## src/rtl/ps2_key_tracker_pkg.sv

```systemverilog
// ============================================================================
// Module  : ps2_key_tracker_pkg
// Brief   : Shared PS/2 byte constants, game key codes and FSM encodings.
// Revision: 1.0 - initial release
// ============================================================================
`default_nettype none

package ps2_key_tracker_pkg;

  localparam logic [7:0] PS2_BRK      = 8'hF0;
  localparam logic [7:0] PS2_EXT      = 8'hE0;
  localparam logic [7:0] KEY_NONE     = 8'h00;

  // Keyboard status/response bytes that never represent a key.
  localparam logic [7:0] PS2_BAT_OK   = 8'hAA;
  localparam logic [7:0] PS2_ECHO     = 8'hEE;
  localparam logic [7:0] PS2_ACK      = 8'hFA;
  localparam logic [7:0] PS2_BAT_FAIL = 8'hFC;
  localparam logic [7:0] PS2_RESEND   = 8'hFE;
  localparam logic [7:0] PS2_OVERRUN  = 8'hFF;

  localparam logic [7:0] KEY_W        = 8'h1D;
  localparam logic [7:0] KEY_S        = 8'h1B;
  localparam logic [7:0] KEY_O        = 8'h44;
  localparam logic [7:0] KEY_L        = 8'h4B;

  typedef enum logic [1:0] {
    FR_IDLE   = 2'd0,
    FR_DATA   = 2'd1,
    FR_PARITY = 2'd2,
    FR_STOP   = 2'd3
  } frame_state_e;

  typedef enum logic [1:0] {
    DEC_NORM    = 2'd0,
    DEC_BRK     = 2'd1,
    DEC_EXT     = 2'd2,
    DEC_EXT_BRK = 2'd3
  } decode_state_e;

  function automatic logic is_non_key(input logic [7:0] b);
    case (b)
      KEY_NONE, PS2_BAT_OK, PS2_ECHO, PS2_ACK,
      PS2_BAT_FAIL, PS2_RESEND, PS2_OVERRUN: is_non_key = 1'b1;
      default:                               is_non_key = 1'b0;
    endcase
  endfunction

endpackage

`default_nettype wire

```

## src/rtl/ps2_rx_frame.sv

```systemverilog
// ============================================================================
// Module  : ps2_rx_frame
// Brief   : PS/2 line conditioning and 11-bit device-to-host frame receiver.
//           Parity checking is enabled by defining PS2_PARITY_CHECK_EN.
// Revision: 1.0 - initial release
// ============================================================================
`default_nettype none

module ps2_rx_frame
  import ps2_key_tracker_pkg::*;
#(
  parameter int FILTER_LEN  = 8,
  parameter int TIMEOUT_CYC = 25000
) (
  input  logic       clk_i,
  input  logic       rst_ni,
  input  logic       ps2_clk_i,
  input  logic       ps2_data_i,
  output logic       byte_valid_o,
  output logic [7:0] rx_byte_o,
  output logic       frame_err_o
);

  localparam int            FW        = $clog2(FILTER_LEN + 1);
  localparam int            TW        = $clog2(TIMEOUT_CYC + 1);
  localparam logic [FW-1:0] FILT_LAST = FW'(FILTER_LEN - 1);
  localparam logic [TW-1:0] TO_LIMIT  = TW'(TIMEOUT_CYC);

  logic [1:0] raw_w;
  logic [1:0] flt_w;
  logic       clk_flt_prev_q;
  logic       fall_w;
  logic       data_w;
  logic       par_ok_w;

  frame_state_e  state_q, state_d;
  logic [7:0]    shift_q, shift_d;
  logic [2:0]    bit_cnt_q, bit_cnt_d;
  logic          par_q, par_d;
  logic [TW-1:0] to_cnt_q, to_cnt_d;
  logic [7:0]    rx_byte_q, rx_byte_d;
  logic          byte_valid_q, byte_valid_d;
  logic          frame_err_q, frame_err_d;

  assign raw_w = {ps2_data_i, ps2_clk_i};

  // Line 0 is the PS/2 clock, line 1 the PS/2 data; both idle high.
  generate
    for (genvar gi = 0; gi < 2; gi++) begin : g_line
      logic [1:0]    sync_q;
      logic          flt_q;
      logic [FW-1:0] cnt_q;

      always_ff @(posedge clk_i or negedge rst_ni) begin
        if (!rst_ni) begin
          sync_q <= 2'b11;
          flt_q  <= 1'b1;
          cnt_q  <= '0;
        end else begin
          sync_q <= {sync_q[0], raw_w[gi]};
          if (sync_q[1] == flt_q) begin
            cnt_q <= '0;
          end else if (cnt_q == FILT_LAST) begin
            flt_q <= sync_q[1];
            cnt_q <= '0;
          end else begin
            cnt_q <= cnt_q + FW'(1);
          end
        end
      end

      assign flt_w[gi] = flt_q;
    end
  endgenerate

  assign fall_w = clk_flt_prev_q & ~flt_w[0];
  assign data_w = flt_w[1];

`ifdef PS2_PARITY_CHECK_EN
  assign par_ok_w = ^{shift_q, par_q};
`else
  logic unused_par;
  assign par_ok_w   = 1'b1;
  assign unused_par = par_q;
`endif

  always_comb begin
    state_d      = state_q;
    shift_d      = shift_q;
    bit_cnt_d    = bit_cnt_q;
    par_d        = par_q;
    to_cnt_d     = to_cnt_q;
    rx_byte_d    = rx_byte_q;
    byte_valid_d = 1'b0;
    frame_err_d  = 1'b0;

    if (state_q == FR_IDLE || fall_w) begin
      to_cnt_d = '0;
    end else if (to_cnt_q != TO_LIMIT) begin
      to_cnt_d = to_cnt_q + TW'(1);
    end

    case (state_q)
      FR_IDLE: begin
        if (fall_w) begin
          if (!data_w) begin
            state_d   = FR_DATA;
            bit_cnt_d = '0;
          end else begin
            frame_err_d = 1'b1;
          end
        end
      end
      FR_DATA: begin
        if (fall_w) begin
          shift_d   = {data_w, shift_q[7:1]};
          bit_cnt_d = bit_cnt_q + 3'd1;
          if (bit_cnt_q == 3'd7) state_d = FR_PARITY;
        end
      end
      FR_PARITY: begin
        if (fall_w) begin
          par_d   = data_w;
          state_d = FR_STOP;
        end
      end
      FR_STOP: begin
        if (fall_w) begin
          if (data_w && par_ok_w) begin
            byte_valid_d = 1'b1;
            rx_byte_d    = shift_q;
          end else begin
            frame_err_d = 1'b1;
          end
          state_d = FR_IDLE;
        end
      end
      default: state_d = FR_IDLE;
    endcase

    // A fall in the same cycle keeps the frame alive.
    if (state_q != FR_IDLE && !fall_w && to_cnt_q == TO_LIMIT) begin
      frame_err_d = 1'b1;
      state_d     = FR_IDLE;
      to_cnt_d    = '0;
    end
  end

  always_ff @(posedge clk_i or negedge rst_ni) begin
    if (!rst_ni) begin
      clk_flt_prev_q <= 1'b1;
      state_q        <= FR_IDLE;
      shift_q        <= '0;
      bit_cnt_q      <= '0;
      par_q          <= 1'b0;
      to_cnt_q       <= '0;
      rx_byte_q      <= '0;
      byte_valid_q   <= 1'b0;
      frame_err_q    <= 1'b0;
    end else begin
      clk_flt_prev_q <= flt_w[0];
      state_q        <= state_d;
      shift_q        <= shift_d;
      bit_cnt_q      <= bit_cnt_d;
      par_q          <= par_d;
      to_cnt_q       <= to_cnt_d;
      rx_byte_q      <= rx_byte_d;
      byte_valid_q   <= byte_valid_d;
      frame_err_q    <= frame_err_d;
    end
  end

  assign byte_valid_o = byte_valid_q;
  assign rx_byte_o    = rx_byte_q;
  assign frame_err_o  = frame_err_q;

endmodule

`default_nettype wire

```

## src/rtl/ps2_key_tracker.sv

```systemverilog
// ============================================================================
// Module  : ps2_key_tracker
// Brief   : PS/2 Set-2 decoder tracking up to two concurrently held keys.
//           Optional parity checking via PS2_PARITY_CHECK_EN.
// Revision: 1.0 - initial release
// ============================================================================
`default_nettype none

module ps2_key_tracker
  import ps2_key_tracker_pkg::*;
#(
  parameter int FILTER_LEN  = 8,
  parameter int TIMEOUT_CYC = 25000
) (
  input  logic       vga_clk,
  input  logic       sys_rst_n,
  input  logic       ps2_clk,
  input  logic       ps2_data,
  output logic [7:0] keycode1,
  output logic [7:0] keycode2,
  output logic       byte_valid,
  output logic [7:0] rx_byte,
  output logic       frame_err
);

  logic       rx_valid_w;
  logic [7:0] rx_byte_w;
  logic       rx_err_w;

  decode_state_e dec_q, dec_d;
  logic [7:0]    kc1_q, kc1_d;
  logic [7:0]    kc2_q, kc2_d;

  ps2_rx_frame #(
    .FILTER_LEN  (FILTER_LEN),
    .TIMEOUT_CYC (TIMEOUT_CYC)
  ) u_rx (
    .clk_i        (vga_clk),
    .rst_ni       (sys_rst_n),
    .ps2_clk_i    (ps2_clk),
    .ps2_data_i   (ps2_data),
    .byte_valid_o (rx_valid_w),
    .rx_byte_o    (rx_byte_w),
    .frame_err_o  (rx_err_w)
  );

  always_comb begin
    dec_d = dec_q;
    kc1_d = kc1_q;
    kc2_d = kc2_q;
    if (rx_valid_w) begin
      case (dec_q)
        DEC_NORM: begin
          if (rx_byte_w == PS2_BRK) begin
            dec_d = DEC_BRK;
          end else if (rx_byte_w == PS2_EXT) begin
            dec_d = DEC_EXT;
          end else if (!is_non_key(rx_byte_w) &&
                       rx_byte_w != kc1_q && rx_byte_w != kc2_q) begin
            // Fill the first empty slot; a third key is dropped.
            if (kc1_q == KEY_NONE) begin
              kc1_d = rx_byte_w;
            end else if (kc2_q == KEY_NONE) begin
              kc2_d = rx_byte_w;
            end
          end
        end
        DEC_BRK: begin
          if (kc1_q == rx_byte_w) kc1_d = KEY_NONE;
          if (kc2_q == rx_byte_w) kc2_d = KEY_NONE;
          dec_d = DEC_NORM;
        end
        DEC_EXT: dec_d = (rx_byte_w == PS2_BRK) ? DEC_EXT_BRK : DEC_NORM;
        default: dec_d = DEC_NORM;
      endcase
    end
  end

  always_ff @(posedge vga_clk or negedge sys_rst_n) begin
    if (!sys_rst_n) begin
      dec_q <= DEC_NORM;
      kc1_q <= KEY_NONE;
      kc2_q <= KEY_NONE;
    end else begin
      dec_q <= dec_d;
      kc1_q <= kc1_d;
      kc2_q <= kc2_d;
    end
  end

  assign keycode1   = kc1_q;
  assign keycode2   = kc2_q;
  assign byte_valid = rx_valid_w;
  assign rx_byte    = rx_byte_w;
  assign frame_err  = rx_err_w;

endmodule

`default_nettype wire
```

## config.mk

```make
export PLATFORM = sky130hd
export DESIGN_NAME = ps2_key_tracker
export DESIGN_NICKNAME = d
export VERILOG_FILES = /design/src/rtl/ps2_key_tracker_pkg.sv /design/src/rtl/ps2_rx_frame.sv /design/src/rtl/ps2_key_tracker.sv
export SDC_FILE = /design/constraint.sdc
export NUM_CORES = 1
export LEC_CHECK = 0
export ABC_AREA = 0
export CELL_PAD_IN_SITES_DETAIL_PLACEMENT = 1
export CELL_PAD_IN_SITES_GLOBAL_PLACEMENT = 1
export CORE_MARGIN = 2
export CORE_UTILIZATION = 45
export CTS_CLUSTER_DIAMETER = 40
export CTS_CLUSTER_SIZE = 28
export DETAILED_ROUTE_END_ITERATION = 10
export HOLD_SLACK_MARGIN = 0.12
export PLACE_DENSITY = 0.81
export SLEW_MARGIN = 20
export SYNTH_ARGS = -nofsm -noshare
export SYNTH_HDL_FRONTEND = slang
export SYNTH_SLANG_ARGS = --single-unit
```

## constraint.sdc

```tcl
create_clock -name vga_clk -period 5.12 [get_ports vga_clk]
set_clock_uncertainty 0.15 [all_clocks]
set_input_delay 1.28 -clock vga_clk [delete_from_list [all_inputs] [get_ports vga_clk]]
set_output_delay 1.28 -clock vga_clk [all_outputs]
set_load 0.01 [all_outputs]
```

==> impl_metrics.ini <==
[run_status]
status = complete, no violations

[drt]
viasPerCell = 5.514
top_layer_used = met4
met2_length_um = 4039
postRouteAntennaNets = 0
wl_met3_um = 302
wl_met1_um = 3378
drtIter0Drc = 54
vias = 2415
drtPass1Iterations = 4
wire_per_inst_um = 18.16
routed_wl_um = 7953
drc = 0

[power_and_ir_drop]
power_switching_uw = 449.7
intPower_mw = 1.078
clkPwrFrac = 0.351
ir_drop_mv = 0.1629
pwr_density_cell_mw_per_mm2 = 373.9
power.switching_fraction = 0.2944
p_leak_nw = 1.887
p_comb_frac = 0.197
seqPwrFrac = 0.453

[final_layout]
drive_gt1_frac = 0.1905
fin_nets = 345
fin_cells = 438
stdcell_area_mm2 = 0.004085
syn_to_final_growth_pct = 15.62
n_antenna_cell = 0
fin_util = 0.5342

[sta]
period_share = 0.5894
fin_crit_ns = 3.018
setup_viol_count_final = 0
hold-worst-slack_ns = 0.2080
grt_setup_unrepaired = no
slew_viol_final = 0
tightest_slew_ns = 0.8550
hold_viol = 0
fin_tns_setup_ns = 0
fmax_ghz = 0.3314
slew_headroom = 0.4300

[synthesis]
synth_cells = 304
synth-simple-area-share = 0.1611
synthXorXnorAreaFrac = 0.08180
synthDistinctLibCells = 48
synth_area_mm2 = 0.003533
ys_async_sr_fraction = 1.000
synth-compound-area-share = 0.05312
syn-num-nets = 318
ys_dominant_reg_cell = dfrtp_1
yosysSeqAreaShare = 0.5053
yosysWarnings = 0
synth_top_family_by_area = simple AND/OR/NAND/NOR gates
synth_edf_count = 0
avgSynthCellArea_um2 = 11.62
ys_seq_elements = 71
synthAdderAreaFrac = 0.03541
muxShareOfSynthArea = 0.1257

[global_route]
grt_pass1_vias = 2541
antenna_found_initial = 0
grt-ovfl-total = 0
grt_max_degree = 40
grtUsageTotal = 0.2024
grt_pass1_wl_um = 13220

[clock_tree]
htree_levels = 3
cts_resized = 0
clk_pin_slew_worst_paths_ns = 0.08
cts_setup_buffers = 0
clkLatencyLatePin_ns = 0.35
clkSinkCount = 71
cts_buffers = 9
root_buffer = clkbuf_8
cts_buffer_depth = 2
cts_tree = built
hold_buffers = 0

[place]
hpwl_um = 5697
port_buffers = 29
dp_cells = 422
gp_congestion = 0.9322
post_dp_cell_area_mm2 = 0.003847

[worst_setup_path]
required_ns = 3.69
slowest_stage = clkdlybuf4s50_1
crit_path_max_incr_delay_ns = 0.62
crit_type = flip-flop to output port
path_max_fanout = 12
cp.arrival_ns = 1.59
worstPathBufferInverterCount = 1
end_kind = output port
cp_cell_sequence = clkdlybuf4s50_1
start_kind = flip-flop
cp_top_family = buffers and inverters

[die]
io_pins = 30
die_y_um = 92.61
die_area_mm2 = 0.008577
die_w_um = 92.61
core_mm2 = 0.007647
start_util = 0.4620
rows = 32

[flow_run]
max_cap_violations = 0

[hold_path]
min-delay-path-class = flip-flop to flip-flop
[metrics by stage]
step	power (mW)	setup slack, ns
floorplan	0.9124	2.634
global placement	0.9798	2.516
detailed placement	1.002	2.450
CTS	1.551	2.097
global route	1.625	2.027
finish	1.528	2.102
[path summary, 6_finish.rpt]
path | from | endpoint | slack, ns | cells past startpoint
max in group asynchronous | sys_rst_n | u_rx.g_line[1].sync_q[0] | 2.96 | 2
worst min-delay path | u_rx.g_line[0].sync_q[0] | u_rx.g_line[0].sync_q[1] | 0.21 | 0
worst max register to register | u_rx.rx_byte_o[7] | keycode2[6] | 2.41 | 6
worst min register to register | u_rx.g_line[0].sync_q[0] | u_rx.g_line[0].sync_q[1] | 0.21 | 0
worst max-delay path | u_rx.rx_byte_o[4] | rx_byte[4] | 2.10 | 1
min in group asynchronous | sys_rst_n | keycode1[2] | 0.88 | 1
[layout make-up]
class / instances / area (um^2)
timing repair buffer: 30 / 292.8
clock inverter: 5 / 106.4
multi-input combinational: 212 / 1615
fill: 807 / 3562
inverter: 7 / 26.28
clock buffer: 11 / 131.4
tap: 102 / 127.6
sequential: 71 / 1785
[per-layer routing]
metal	up-vias	track usage
li1	1114	-
met1	1226	0.2484
met2	55	0.3437
met3	20	0.04312
met4	0	0.09069
met5	-	0
[synth_stat cells, drive strengths merged (2+ instances only)]
cell type	instances	area, um^2
a22o	2	17.52
nor4	9	56.30
xnor2	18	157.7
and2	8	51.30
nor2b	5	31.28
xor2	15	131.4
nand4	7	43.79
a21oi	8	40.04
mux2i	2	20.02
nand2	16	60.06
ha	10	125.1
dfrtp	64	1602
o21ai	7	38.79
clkbuf	7	37.53
nor3b	4	30.03
o211ai	3	22.52
buf	7	68.81
nor2	23	86.33
nand3b	2	15.01
mux2	35	424.2
nor3	2	10.01
or4b	2	20.02
and3	6	42.54
inv	7	26.28
nand4b	2	17.52
nand3	10	50.05
dfstp	7	183.9
nand2b	5	31.28
[state kept, by name (all words and copies together) (netlist names), 2 cells and up]
name                cells
u_rx.g_line.sync_q      4
u_rx.rx_byte_o          8
u_rx.to_cnt_q          15
keycode1                8
keycode2                8
u_rx.shift_q            8
u_rx.state_q            2
dec_q                   2
u_rx.bit_cnt_q          3
u_rx.g_line.cnt_q       8
[power groups by stage]
| stage | combinational (mW) | sequential [mW] | clock, mW |
|---|---|---|---|
| 2_1_floorplan | 0.237 | 0.676 | 0 |
| 3_3_place_gp | 0.284 | 0.695 | 0 |
| 3_5_place_dp | 0.303 | 0.700 | 0 |
| 4_1_cts | 0.308 | 0.691 | 0.551 |
| 5_1_grt | 0.350 | 0.703 | 0.572 |
| 6_report | 0.301 | 0.691 | 0.536 |
[cells by family after synthesis]
family / Yosys count
buffers and inverters: 21
AND/OR/NAND/NOR: 104
AO/OA/AOI/OAI: 28
XOR/XNOR: 33
flip-flops: 71
multiplexers: 37
adder cells (fa/ha/maj): 10
[cells in the final DEF (no fill, tap or decap), drive strengths merged, types with 4 or more instances in the layout]
master and instances:
nor2 23, and2 8, nor3b 4, nand2b 5, dfstp 7, nand2 16, nor2b 5, and3 6
a21oi 8, inv 7, nor4 9, mux2 35, nand4 7, clkdlybuf4s50 28, dfrtp 64, clkbuf 11
xnor2 18, ha 10, o21ai 7, nand3 10, xor2 15
Note: power is estimated with default switching activity, not from simulation.
